## config.mk

```make
export PLATFORM = sky130hd
export DESIGN_NAME = dmem_arbiter_flat
export DESIGN_NICKNAME = d
export VERILOG_FILES = /design/src/rtl/dmem_arbiter_if.sv /design/src/rtl/dmem_arbiter.sv /design/src/flat_wrapper.sv
export SDC_FILE = /design/constraint.sdc
export NUM_CORES = 1
export LEC_CHECK = 0
export BUFFER_PORTS_ARGS = -buffer_cell sky130_fd_sc_hd__buf_2
export CORE_AREA = 4 4 116 118
export DETAILED_ROUTE_END_ITERATION = 10
export DIE_AREA = 0 0 120 122
export GPL_TIMING_DRIVEN = 0
export PLACE_DENSITY = 0.66
export SLEW_MARGIN = 20
export SYNTH_ARGS = -nofsm -noshare
export SYNTH_HDL_FRONTEND = slang
export SYNTH_SLANG_ARGS = --single-unit
```

## constraint.sdc

```tcl
create_clock -name clk -period 1.48 [get_ports clk]
set_input_delay 0.074 -clock clk [delete_from_list [all_inputs] [get_ports clk]]
set_output_delay 0.074 -clock clk [all_outputs]
set_load 0.02 [all_outputs]
```

## src/rtl/dmem_arbiter_if.sv

```systemverilog
// dmem_arbiter_if -- bundle of the two requester ports and the data-memory
// port of the shared data-memory arbiter.
//
// Requester side (per port N = 0/1):
//   reqN, weN, addrN[31:0], wdataN[31:0]   request, held stable until gntN
//   gntN                                    request accepted this cycle
//   rvalidN, rdataN[31:0], errN             one-cycle response pulse
// Memory side:
//   mem_we, mem_a[31:0], mem_di[31:0]       write enable / address / data
//   mem_rd[31:0]                            combinational read data
//
// Modports: master = requesters plus memory (environment side),
//           slave  = the arbiter itself.
interface dmem_arbiter_if;
    logic        req0;
    logic        req1;
    logic        we0;
    logic        we1;
    logic [31:0] addr0;
    logic [31:0] addr1;
    logic [31:0] wdata0;
    logic [31:0] wdata1;
    logic        gnt0;
    logic        gnt1;
    logic        rvalid0;
    logic        rvalid1;
    logic [31:0] rdata0;
    logic [31:0] rdata1;
    logic        err0;
    logic        err1;
    logic        mem_we;
    logic [31:0] mem_a;
    logic [31:0] mem_di;
    logic [31:0] mem_rd;

    modport master (
        output req0, req1, we0, we1, addr0, addr1, wdata0, wdata1,
        input  gnt0, gnt1, rvalid0, rvalid1, rdata0, rdata1, err0, err1,
        input  mem_we, mem_a, mem_di,
        output mem_rd
    );

    modport slave (
        input  req0, req1, we0, we1, addr0, addr1, wdata0, wdata1,
        output gnt0, gnt1, rvalid0, rvalid1, rdata0, rdata1, err0, err1,
        output mem_we, mem_a, mem_di,
        input  mem_rd
    );
endinterface

```

## src/rtl/dmem_arbiter.sv

```systemverilog
// dmem_arbiter -- two-port round-robin arbiter in front of a single-ported
// 32-bit data memory of DEPTH words.
//
// Ports:
//   clk   sole clock, all state updates on posedge
//   rst   synchronous active-high reset
//   bus   dmem_arbiter_if.slave: two request/response ports plus the
//         memory port (mem_we/mem_a/mem_di out, mem_rd in)
//
// Grants are combinational; every grant produces exactly one response pulse
// on the following cycle. Out-of-range or misaligned requests are granted
// but never touch memory and answer with err=1, rdata=0.
module dmem_arbiter #(
    parameter int DEPTH = 4,
    parameter int AW    = $clog2(DEPTH)
) (
    input  logic           clk,
    input  logic           rst,
    dmem_arbiter_if.slave  bus
);

    // A word address is legal when it is aligned and every bit above the
    // word index is zero.
    function automatic logic in_range(input logic [31:0] a);
        logic [31:0] hi;
        hi = a >> (AW + 2);
        return (hi == 32'd0) && (a[1:0] == 2'b00);
    endfunction

    logic        last_gnt_q, last_gnt_d;
    logic        rvalid0_q, rvalid0_d;
    logic        rvalid1_q, rvalid1_d;
    logic [31:0] rdata0_q, rdata0_d;
    logic [31:0] rdata1_q, rdata1_d;
    logic        err0_q, err0_d;
    logic        err1_q, err1_d;

    logic        gnt0_c, gnt1_c, any_gnt;
    logic        sel_we, sel_ok;
    logic [31:0] sel_addr, sel_wdata;
    logic        mem_we_c;
    logic [31:0] mem_a_c, mem_di_c;
    logic [31:0] resp_data;
    logic        resp_err;

    always_comb begin
        gnt0_c = 1'b0;
        gnt1_c = 1'b0;
        if (!rst) begin
            if (bus.req0 && bus.req1) begin
                // Contention: the port that did not win last time goes now.
                if (last_gnt_q) gnt0_c = 1'b1;
                else            gnt1_c = 1'b1;
            end else begin
                gnt0_c = bus.req0;
                gnt1_c = bus.req1;
            end
        end
        any_gnt = gnt0_c | gnt1_c;

        sel_we    = gnt1_c ? bus.we1    : bus.we0;
        sel_addr  = gnt1_c ? bus.addr1  : bus.addr0;
        sel_wdata = gnt1_c ? bus.wdata1 : bus.wdata0;
        sel_ok    = in_range(sel_addr);

        mem_we_c = any_gnt & sel_we & sel_ok;
        mem_a_c  = any_gnt  ? sel_addr  : 32'd0;
        mem_di_c = mem_we_c ? sel_wdata : 32'd0;

        // Writes and rejected requests answer with zero data.
        resp_data = (any_gnt && !sel_we && sel_ok) ? bus.mem_rd : 32'd0;
        resp_err  = any_gnt & ~sel_ok;

        last_gnt_d = last_gnt_q;
        if (gnt0_c) last_gnt_d = 1'b0;
        if (gnt1_c) last_gnt_d = 1'b1;

        rvalid0_d = gnt0_c;
        rvalid1_d = gnt1_c;
        rdata0_d  = gnt0_c ? resp_data : rdata0_q;
        rdata1_d  = gnt1_c ? resp_data : rdata1_q;
        err0_d    = gnt0_c & resp_err;
        err1_d    = gnt1_c & resp_err;
    end

    always_ff @(posedge clk) begin
        if (rst) begin
            last_gnt_q <= 1'b1;
            rvalid0_q  <= 1'b0;
            rvalid1_q  <= 1'b0;
            rdata0_q   <= 32'd0;
            rdata1_q   <= 32'd0;
            err0_q     <= 1'b0;
            err1_q     <= 1'b0;
        end else begin
            last_gnt_q <= last_gnt_d;
            rvalid0_q  <= rvalid0_d;
            rvalid1_q  <= rvalid1_d;
            rdata0_q   <= rdata0_d;
            rdata1_q   <= rdata1_d;
            err0_q     <= err0_d;
            err1_q     <= err1_d;
        end
    end

    assign bus.gnt0   = gnt0_c;
    assign bus.gnt1   = gnt1_c;
    assign bus.mem_we = mem_we_c;
    assign bus.mem_a  = mem_a_c;
    assign bus.mem_di = mem_di_c;

    // A response left over from the cycle before reset must not escape
    // while reset is being held.
    assign bus.rvalid0 = rvalid0_q & ~rst;
    assign bus.rvalid1 = rvalid1_q & ~rst;
    assign bus.err0    = err0_q & ~rst;
    assign bus.err1    = err1_q & ~rst;
    assign bus.rdata0  = rdata0_q;
    assign bus.rdata1  = rdata1_q;

endmodule

```

## src/flat_wrapper.sv

```systemverilog
// flat-port wrapper written by rule: the top's interface ports become plain ports
module dmem_arbiter_flat 
#(
    parameter int DEPTH = 4,
    parameter int AW    = $clog2(DEPTH)
)
  (clk, rst, bus_req0, bus_req1, bus_we0, bus_we1, bus_addr0, bus_addr1, bus_wdata0, bus_wdata1, bus_gnt0, bus_gnt1, bus_rvalid0, bus_rvalid1, bus_rdata0, bus_rdata1, bus_err0, bus_err1, bus_mem_we, bus_mem_a, bus_mem_di, bus_mem_rd);
  dmem_arbiter_if bus_i ();
  input  logic clk;
  input  logic rst;
  input wire logic [$bits(bus_i.req0)-1:0] bus_req0;
  input wire logic [$bits(bus_i.req1)-1:0] bus_req1;
  input wire logic [$bits(bus_i.we0)-1:0] bus_we0;
  input wire logic [$bits(bus_i.we1)-1:0] bus_we1;
  input wire logic [$bits(bus_i.addr0)-1:0] bus_addr0;
  input wire logic [$bits(bus_i.addr1)-1:0] bus_addr1;
  input wire logic [$bits(bus_i.wdata0)-1:0] bus_wdata0;
  input wire logic [$bits(bus_i.wdata1)-1:0] bus_wdata1;
  output wire logic [$bits(bus_i.gnt0)-1:0] bus_gnt0;
  output wire logic [$bits(bus_i.gnt1)-1:0] bus_gnt1;
  output wire logic [$bits(bus_i.rvalid0)-1:0] bus_rvalid0;
  output wire logic [$bits(bus_i.rvalid1)-1:0] bus_rvalid1;
  output wire logic [$bits(bus_i.rdata0)-1:0] bus_rdata0;
  output wire logic [$bits(bus_i.rdata1)-1:0] bus_rdata1;
  output wire logic [$bits(bus_i.err0)-1:0] bus_err0;
  output wire logic [$bits(bus_i.err1)-1:0] bus_err1;
  output wire logic [$bits(bus_i.mem_we)-1:0] bus_mem_we;
  output wire logic [$bits(bus_i.mem_a)-1:0] bus_mem_a;
  output wire logic [$bits(bus_i.mem_di)-1:0] bus_mem_di;
  input wire logic [$bits(bus_i.mem_rd)-1:0] bus_mem_rd;
  assign bus_i.req0 = bus_req0;
  assign bus_i.req1 = bus_req1;
  assign bus_i.we0 = bus_we0;
  assign bus_i.we1 = bus_we1;
  assign bus_i.addr0 = bus_addr0;
  assign bus_i.addr1 = bus_addr1;
  assign bus_i.wdata0 = bus_wdata0;
  assign bus_i.wdata1 = bus_wdata1;
  assign bus_gnt0 = bus_i.gnt0;
  assign bus_gnt1 = bus_i.gnt1;
  assign bus_rvalid0 = bus_i.rvalid0;
  assign bus_rvalid1 = bus_i.rvalid1;
  assign bus_rdata0 = bus_i.rdata0;
  assign bus_rdata1 = bus_i.rdata1;
  assign bus_err0 = bus_i.err0;
  assign bus_err1 = bus_i.err1;
  assign bus_mem_we = bus_i.mem_we;
  assign bus_mem_a = bus_i.mem_a;
  assign bus_mem_di = bus_i.mem_di;
  assign bus_i.mem_rd = bus_mem_rd;
  dmem_arbiter #(.DEPTH(DEPTH), .AW(AW)) u_core (.clk(clk), .rst(rst), .bus(bus_i));
endmodule
```

==> results of run 1 <==
[kinds of logic after synthesis]
logic type             count (synthesis)  share of synthesized area [%]
AOI/OAI and AO/OA                    131                          34.75
and+or+nand+nor                      103                          16.33
DFF                                   69                          38.36
buffers and inverters                 46                          10.56
[flip-flops by register name, summed over array words and instances, names as in the netlist]
name,flops
u_core.err0_q,1
u_core.rvalid1_q,1
u_core.bus.rdata1,32
u_core.last_gnt_q,1
u_core.err1_q,1
u_core.rvalid0_q,1
u_core.bus.rdata0,32
[synth_stat cells (3+ instances only)]
cell / n / share of area (%)
a22o_1: 95 / 23
buf_12: 3 / 1.7
buf_2: 11 / 1.5
buf_6: 15 / 4.7
clkbuf_1: 6 / 0.63
dfxtp_1: 69 / 38
inv_1: 4 / 0.42
nand2_1: 3 / 0.31
nand3_1: 66 / 9.2
nand4_1: 4 / 0.69
nor2_1: 3 / 0.31
nor2b_1: 4 / 0.69
nor4_1: 13 / 2.3
o22ai_1: 3 / 0.52
o22ai_2: 30 / 10
[routing by layer]
layer	GRT usage [%]	up-vias	part of all wire, %
met5	0	-	0
met1	24.88	2306	38
met2	38.64	252	52
met3	5.153	53	6.4
met4	10.74	0	3.9
li1	-	2157	-
[layout by cell type, fill, tap and decap left out, types with 3 or more instances in the layout]
cell type / instances
buf_12: 5
buf_4: 16
a22o_1: 94
clkbuf_16: 15
buf_6: 93
nand4_1: 4
inv_1: 3
dfxtp_1: 68
nor4_4: 3
nor4_2: 7
clkbuf_4: 3
nand3_4: 4
dlygate4sd3_1: 32
nand3_1: 42
o22ai_4: 10
buf_2: 237
nor4_1: 6
o22ai_2: 21
nor2b_1: 4
nand3_2: 21
buf_8: 12
[worst max-delay path by stage]
stage | startpoint | to | slack, ns | depth (start not counted)
final | u_core.last_gnt_q | bus_mem_a[10] | -0.32 | 9
after global routing | u_core.last_gnt_q | bus_mem_a[10] | -0.39 | 9
after CTS | u_core.last_gnt_q | bus_mem_we | -0.38 | 7
after detailed placement | bus_addr0[29] | bus_mem_di[30] | -0.56 | 8
after global placement | bus_addr0[29] | bus_mem_di[24] | -0.56 | 8
after floorplan | u_core.last_gnt_q | bus_mem_di[24] | 0.01 | 7
[report_power, final]
group | switching (mW) | total [mW] | internal [mW] | leakage, nW
Sequential | 0.00289 | 1.87 | 1.87 | 0.556
Clock | 0.805 | 2.17 | 1.36 | 0.149
Combinational | 0.558 | 1.14 | 0.584 | 2.60
[cell type report]
class | instances | area [um^2] | area share (%)
multi-input combinational | 234 | 2182 | 29.72
inverter | 5 | 28.78 | 0.3920
sequential | 69 | 1383 | 18.83
timing repair buffer | 371 | 2754 | 37.51
clock buffer | 10 | 239.0 | 3.255
buffer | 40 | 469.2 | 6.391
tap | 172 | 215.2 | 2.931
antenna | 1 | 2.502 | 0.03408
clock inverter | 6 | 68.82 | 0.9373
[through the flow]
step | hold WS, ns | utilization [%]
6_report | 0.2098 | 58.90
5_1_grt | 0.2064 | 58.90
4_1_cts | 0.1623 | 56.38
3_5_place_dp | 0.3062 | 43.06
3_3_place_gp | 0.3008 | 43.06
2_1_floorplan | 0.1995 | -
[critical path, stage by stage, from the launching register on]
cell and delay, ns:
dfxtp_2 0.34, buf_6 0.10, nand2_4 0.04, nand3_4 0.11
inv_8 0.06, buf_12 0.15, buf_12 0.13, buf_16 0.12
a22o_1 0.20, buf_6 0.14
[repair_timing]
item	4_1_cts	5_1_grt
pin swaps	35	42
cloned	9	5
buffers inserted	22	9
setup endpoints to repair	129	131
hold buffers	32	0
gates resized for setup	209	54
hold endpoints to repair	62	0
==> results.md, run 1 <==
- Initial Util: 28.89%
- Clock Path Buffers: 2
- Wire length per cell: 19.26 um
- Pin slew with the least headroom to its limit: 0.3294 ns
- Share of synthesized registers carrying an async set or reset: 0%
- Initial antenna violation count: 1
- Clk Latency, worst-skew pair: 0.32 ns
- Width of the die: 120 um
- Fin crit share: 121.8%
- I/O pin cnt: 301
- Reg2reg path depth: 8
- Final TNS setup: -18.90 ns
- Layout cells sized above 1: 64.08%
- Max VDD drop: 0.5393 mV
- Worst-path clk slew: 0.06 ns
- FF-to-FF End: u_core.bus.rdata1[20]
- Final hold vios: 0
- Leakage power figure: 3.307 nW
- Power Total: 5.177 mW
- Iteration-0 DRC Markers: 184
- Distinct cell type count after synthesis: 30
- I/O Buffers: 299
- Sink Count: 69
- R2r setup slk: -0.09 ns
- All-layer global routing usage: 21.92%
- Max Clock Freq: 0.5549 GHz
- Largest net degree at the start of global routing: 14
- Synth-to-Final Area Change: 103.9%
- Hold Path Cell Cnt: 3
- Status: finished with violations
- Drt first pass iters: 4
- CTS H-tree depth: 3
- Die Area: 14640 um^2
- CP Max Fanout: 7
- Ys Warns: 0
- Final Worst Setup Slack: -0.3220 ns
- Cell area power density: 705.1 nW/um^2
- Vias in the first global route: 5027
- First-pass GRT wire length: 25.62 mm
- Pre-CTS WS: -0.5585 ns
- Worst Setup Path Type: register to output pin
- Area after DPL: 5368 um^2
- Total Routed Length: 17.49 mm
- DRC: 0
- Post-synthesis instance total: 349
- Number of core rows: 41
- Reg2reg start: u_core.last_gnt_q
- Fin area: 7342 um^2
- Vias: 4768
- Core region area: 12470 um^2
- MaxCap Viol Count: 0
- FILL cells: 1061
- Final Setup Violations: 99
- Critical path required time: 1.41 ns
- GP Congestion: 0.9448
- Crit path arrival time: 1.73 ns
- Setup crit end kind: output pin
- Synth Net Count: 515
- Pins Over Slew Limit: 0
- Ys flop type: dfxtp_1
- Syn avg cell area: 10.32 um^2
- RSZ-0062 raised after global routing: yes
- Failing checks: negative setup slack
- Grt ovf: 0
- Clock Skew: 0.008250 ns
- CTS root buf: clkbuf_16
- DRT antenna net count: 0
- Die height: 122 um
- #FFs+latches synth: 69
- TritonCTS clock tree: yes
- Startpoint types: register
- Vias/cell: 5.251
- Post-layout min period: 1.802 ns
- Hold Startpoint: bus_req0
- Post-placement cell count: 820
- Max_slew headroom: 78.04%
- TritonCTS buffer count: 9
- Post-synth EDFFs: 0
- Finished Layout Cells: 908
- Mapped Area: 3601 um^2
- Sequential share of the synthesized area: 38.36%
- Hold Path End: u_core.last_gnt_q
- HPWL Detailed: 12.43 mm
- Hold WC Path Type: input port to register
- Nets: 896
Note: power is estimated with default switching activity, not from simulation.
==> run 2, diff against run 1 <==
- PLACE_DENSITY: 0.66 -> default
- SLEW_MARGIN: 20 -> default
- clock period: 1.48 -> 2.3 ns (I/O delays scaled with it)
==> run 2 against run 1 <==
Critical path depth is 3 lower. Flip-flop and latch count stayed put. Clock power is 40% lower. Final cell count is 8.0% lower. Via count is 9.9% lower. The flow now finishes without violations. Largest cell class unchanged. Critical path type unchanged.
==> results.md, run 2 (synthesis results as in run 1) <==
- CTS H-tree depth: 3
- CTS root buf: clkbuf_16
- Grt ovf: 0
- GP Congestion: 0.9974
- DRC: 0
- Fin area: 5594 um^2
- I/O Buffers: 299
- Synth-to-Final Area Change: 55.35%
- Status: complete, no violations
- Combinational Power Share: 16.1%
- Commonest non-fill, non-tap cell in the layout: buf_2
- Largest net degree at the start of global routing: 12
- Seq. cell area: 1381 um^2
- Post-layout min period: 2.152 ns
- # Post-CTS Setup Buffers: 0
- Crit path arrival time: 2.04 ns
- Max VDD drop: 0.3904 mV
- TritonCTS clock tree: yes
- Area after DPL: 5313 um^2
- Internal power: 2.232 mW
- HPWL Detailed: 12.51 mm
- Nets: 825
- Initial antenna violation count: 0
- Worst-path clk slew: 0.06 ns
- Die height: 122 um
- Clk Latency, worst-skew pair: 0.32 ns
- Number of core rows: 41
- Pins Over Slew Limit: 0
- Vias: 4296
- RSZ-0062 raised after global routing: no
- Max_slew headroom: 65.46%
- TritonCTS buffer count: 9
- Width of the die: 120 um
- Initial Util: 28.89%
- Vias in the first global route: 4310
- Core region area: 12470 um^2
- Sink Count: 69
- Startpoint types: register
- Worst Setup Path Type: register to output pin
- P_sw: 0.7676 mW
- Setup crit end kind: output pin
- Switch share: 25.59%
- Hold WC Path Type: input port to register
- Leakage power figure: 2.773 nW
- FILL cells: 1268
- Hold_buf cts: 0
- Vias/cell: 5.145
- I/O pin cnt: 301
- Most frequent cells in the layout: buf_2 (309), a22o_1 (95), dfxtp_1 (69)
- Total Routed Length: 15.27 mm
- Drt first pass iters: 4
- Multi-input gate area: 1844 um^2
- Layout cells sized above 1: 57.77%
- MaxCap Viol Count: 0
- CP Max Fanout: 10
- Critical path required time: 2.18 ns
- Wire length per cell: 18.29 um
- Iteration-0 DRC Markers: 230
- Fin crit share: 93.56%
- Clock Skew: 0.006050 ns
- Sequential share of power: 40.1%
- Final hold vios: 0
- Clock network power share: 43.8%
- Final Setup Violations: 0
- Ant. Diodes: 0
- First-pass GRT wire length: 22.74 mm
- Die Area: 14640 um^2
- Clock Path Buffers: 2
- DRT antenna net count: 0
- Pin slew with the least headroom to its limit: 0.5143 ns
- Power Total: 3.000 mW
- Cell area power density: 536.2 nW/um^2
- Final TNS setup: 0 ns
- Max Clock Freq: 0.4647 GHz
- All-layer global routing usage: 19.36%
## run 2: area by class of cell
cell class	count	area share [%]
buffer	41	6.374
sequential	69	24.69
multi-input combinational	234	32.97
timing repair buffer	299	26.75
clock buffer	10	4.093
inverter	5	0.3355
tap	172	3.847
clock inverter	5	0.9394
## run 2: through the flow
| step | utilization [%] | worst slack, ns | hold slack, ns | std cells |
|---|---|---|---|---|
| 3_5_place_dp | 42.62 | 0.2200 | 0.3444 | 820 |
| 5_1_grt | 44.88 | 0.002284 | 0.01691 | 835 |
| 3_3_place_gp | 42.62 | 0.2542 | 0.3411 | 820 |
| 4_1_cts | 44.88 | 0.03290 | 0.009365 | 835 |
| 2_1_floorplan | - | 0.7363 | 0.2405 | 349 |
| 6_report | 44.88 | 0.1482 | 0.01916 | 835 |
## run 2: path summary, 6_finish.rpt
kind	cells after the start	slack, ns	startpoint	to
setup / recovery	6	0.15	u_core.last_gnt_q	bus_mem_di[14]
setup reg to reg	4	0.57	u_core.last_gnt_q	u_core.bus.rdata0[1]
hold / removal	2	0.02	bus_mem_rd[7]	u_core.bus.rdata0[7]
hold reg to reg	1	0.47	u_core.bus.rdata1[20]	u_core.bus.rdata1[20]
## run 2: what timing repair did
action / 4_1_cts / 5_1_grt
setup endpoints to repair: 0 / 28
resized for setup: 0 / 3
endpoints found under the hold margin: 0 / 0
## run 2: critical path, cell delays in order (launching register included)
cell and delay, ns:
dfxtp_1 0.35, nand2b_1 0.20, a41o_1 0.36, buf_2 0.27, nand3_1 0.13, o22ai_2 0.20, buf_2 0.20
## run 2: metal layers
layer	global-route usage, %	up-vias	routed length [um]
met2	34.91	208	7939
met5	0	-	0
met3	3.993	34	1027
li1	-	2003	-
met4	6.800	0	431
met1	22.75	2051	5872
## run 2: power groups by stage
stage          sequential (mW)  combinational, mW  clock (mW)
2_1_floorplan             1.23              0.221           0
3_3_place_gp              1.23              0.475           0
3_5_place_dp              1.23              0.479           0
4_1_cts                   1.20              0.482        1.34
5_1_grt                   1.20              0.520        1.39
6_report                  1.20              0.483        1.31
==> run 3, diff against run 2 <==
- ABC_AREA: default -> 1
- MAX_ROUTING_LAYER: default -> met4
- PLACE_DENSITY: default -> 0.66
==> run 3 against run 2 <==
Critical path depth up 7. Final area grew 15%. Final cell count rose by 29%. The run now ends with negative setup slack left. Critical endpoint is now bus_mem_di[22]. Synthesized cell count grew 65%.
==> results.md, run 3 <==
- Status: finished with violations
- Failing checks: negative setup slack
- Hold slack: 0.09538 ns
- Largest net degree at the start of global routing: 12
- Ys flop type: dfxtp_1
- Worst-path clk slew: 0.05 ns
- Clock Path Buffers: 2
- DRC: 0
- Hold_buf cts: 0
- All-layer global routing usage: 22.66%
- Die height: 122 um
- Vias: 5223
- Hold WC Path Type: input port to register
- Share of synthesized registers carrying an async set or reset: 0%
- Mapped Area: 3875 um^2
- Ys Warns: 0
- Wire length per cell: 16.40 um
- Area after DPL: 5592 um^2
- Initial Util: 31.09%
- Fin crit share: 109.5%
- DRT antenna net count: 0
- Total Routed Length: 17.72 mm
- I/O pin cnt: 301
- Synth Net Count: 743
- Number of core rows: 41
- CP max stage delay: 0.34 ns
- Grt ovf: 0
- Syn avg cell area: 6.716 um^2
- Power Total: 3.436 mW
- Worst Setup Path Type: register to output pin
- Final hold vios: 0
- Setup crit end kind: output pin
- First-pass GRT wire length: 25.81 mm
- Leakage power figure: 3.324 nW
- Area leader, netlist: dfxtp_1
- Sink Count: 69
- TritonCTS clock tree: yes
- Ant. Diodes: 0
- Clock Skew: 0.004046 ns
- Fin area: 6409 um^2
- Vias/cell: 4.836
- Most used cell, CP: buf_6
- #FFs+latches synth: 69
- Commonest non-fill, non-tap cell in the layout: buf_2
- Distinct cell type count after synthesis: 24
- Max_slew headroom: 63.77%
- Cell area power density: 536.1 nW/um^2
- Most frequent cells in the layout: buf_2 (273), nand2_1 (137), a21oi_1 (86)
- Die Area: 14640 um^2
- Pre-CTS WS: -0.3611 ns
- Crit path arrival time: 2.40 ns
- CP max stage cell: dfxtp_2
- Final Worst Setup Slack: -0.2189 ns
- CTS H-tree depth: 3
- Most common library cells after synthesis: nand2_1 (140), a21oi_1 (99), dfxtp_1 (69)
- Startpoint types: register
- Core region area: 12470 um^2
- HPWL Detailed: 13.42 mm
- Initial antenna violation count: 0
- TritonCTS buffer count: 9
- Nets: 1069
- Final Setup Violations: 40
- Post-layout min period: 2.519 ns
- Cell with the most instances after synthesis: nand2_1
- Worst-path cell chain: nand2_4 -> nand3_4 -> buf_6 -> nand2_1 -> nand2_1 -> nor2_2 -> nand3_2 -> nor2_4 -> nand4_4 -> buf_12 -> buf_6 -> a21oi_4 -> buf_6
- FILL cells: 1333
- Post-synthesis instance total: 577
- Synth-to-Final Area Change: 65.39%
- Iteration-0 DRC Markers: 265
- Vias in the first global route: 4994
- I/O Buffers: 300
- CTS root buf: clkbuf_16
- Layout cells sized above 1: 45.70%
- Synth area leaders: dfxtp_1 (36%), nand2_1 (14%), a21oi_1 (13%), nand4_1 (5.2%), a21oi_2 (4.5%)
- Max Clock Freq: 0.3970 GHz
- Yosys top cell area share: 35.65%
- Clk Latency, worst-skew pair: 0.32 ns
- Post-synth EDFFs: 0
- CP Max Fanout: 9
- Width of the die: 120 um
- Drt first pass iters: 4
- Sequential share of the synthesized area: 35.65%
- MaxCap Viol Count: 0
- RSZ-0062 raised after global routing: yes
- Pins Over Slew Limit: 0
- GP Congestion: 0.8829
- Critical path required time: 2.18 ns
- Pin slew with the least headroom to its limit: 0.5435 ns
- Max VDD drop: 0.4646 mV
==> run 3: changes by cell type after synthesis, sizes merged, moves of 29 or more <==
cell / previous run / this run
nand4: 4 / 33
nand3: 67 / 26
inv: 5 / 38
a21oi: 1 / 119
a22o: 96 / 2
o22ai: 33 / 0
nand2: 3 / 141
nor2: 3 / 43
o21ai: 0 / 40
==> run 3: layer usage <==
layer | track usage (%) | wire (um) | up-vias
li1 | - | - | 2594
met1 | 27.92 | 7197 | 2345
met2 | 38.00 | 8639 | 257
met3 | 4.875 | 1501 | 27
met4 | 5.583 | 376 | 0
met5 | - | 0 | -
==> run 3: cell families (layout without fill, tap and decap cells) <==
group / after synthesis / after routing / synth area share [%]
buffers and inverters: 88 / 419 / 10.20
AND/OR/NAND/NOR: 259 / 259 / 31.13
flip-flops: 69 / 69 / 35.65
AO/OA/AOI/OAI: 161 / 161 / 23.02
==> run 3: report_power, final <==
part           switching (mW)  internal [mW]  leakage, nW  total [mW]
combinational           0.538          0.314         2.62       0.852
clock                   0.493          0.783        0.138        1.28
sequential             0.0363           1.27        0.567        1.31
==> run 3: path summary, 6_finish.rpt <==
path,depth (start not counted),from,slack (ns),end
setup / recovery,13,u_core.last_gnt_q,-0.22,bus_mem_di[22]
hold / removal,3,bus_req1,0.1,u_core.last_gnt_q
hold reg to reg,2,u_core.bus.rdata0[11],0.47,u_core.bus.rdata0[11]
setup reg to reg,8,u_core.last_gnt_q,0.20,u_core.bus.rdata1[22]
==> run 3: timing repair <==
item,4_1_cts,5_1_grt
endpoints found under the setup margin,93,126
pin swaps,4,8
gates resized for setup,50,73
setup buffers,9,1
cloned,1,5
==> run 3: cell type report <==
class / count / area (um^2) / share of cell area [%]
multi-input cells: 420 / 2242 / 34.99
repair buffers: 315 / 1822 / 28.43
flip-flops and latches: 69 / 1383 / 21.57
plain buffers: 49 / 317.8 / 4.959
clock buffers: 12 / 256.5 / 4.002
well taps: 172 / 215.2 / 3.358
inverters: 39 / 150.1 / 2.343
clock inverters: 4 / 22.52 / 0.3514
==> run 3: metrics by stage <==
| step | cells | setup TNS (ns) | utilization (%) |
|---|---|---|---|
| finish | 1080 | -6.331 | 51.41 |
| global route | 1080 | -14.78 | 51.41 |
| CTS | 1075 | -7.841 | 48.66 |
| detailed placement | 1049 | -7.612 | 44.86 |
| global placement | 1049 | -7.409 | 44.86 |
| floorplan | 577 | 0 | - |
==> run 3: critical path, delay by kind of cell, from the launching register on <==
family                 cells  cell delay [ns]
flip-flops                 1             0.34
buffers and inverters      4             0.63
AO/OA/AOI/OAI              1             0.14
AND/OR/NAND/NOR            8             0.97
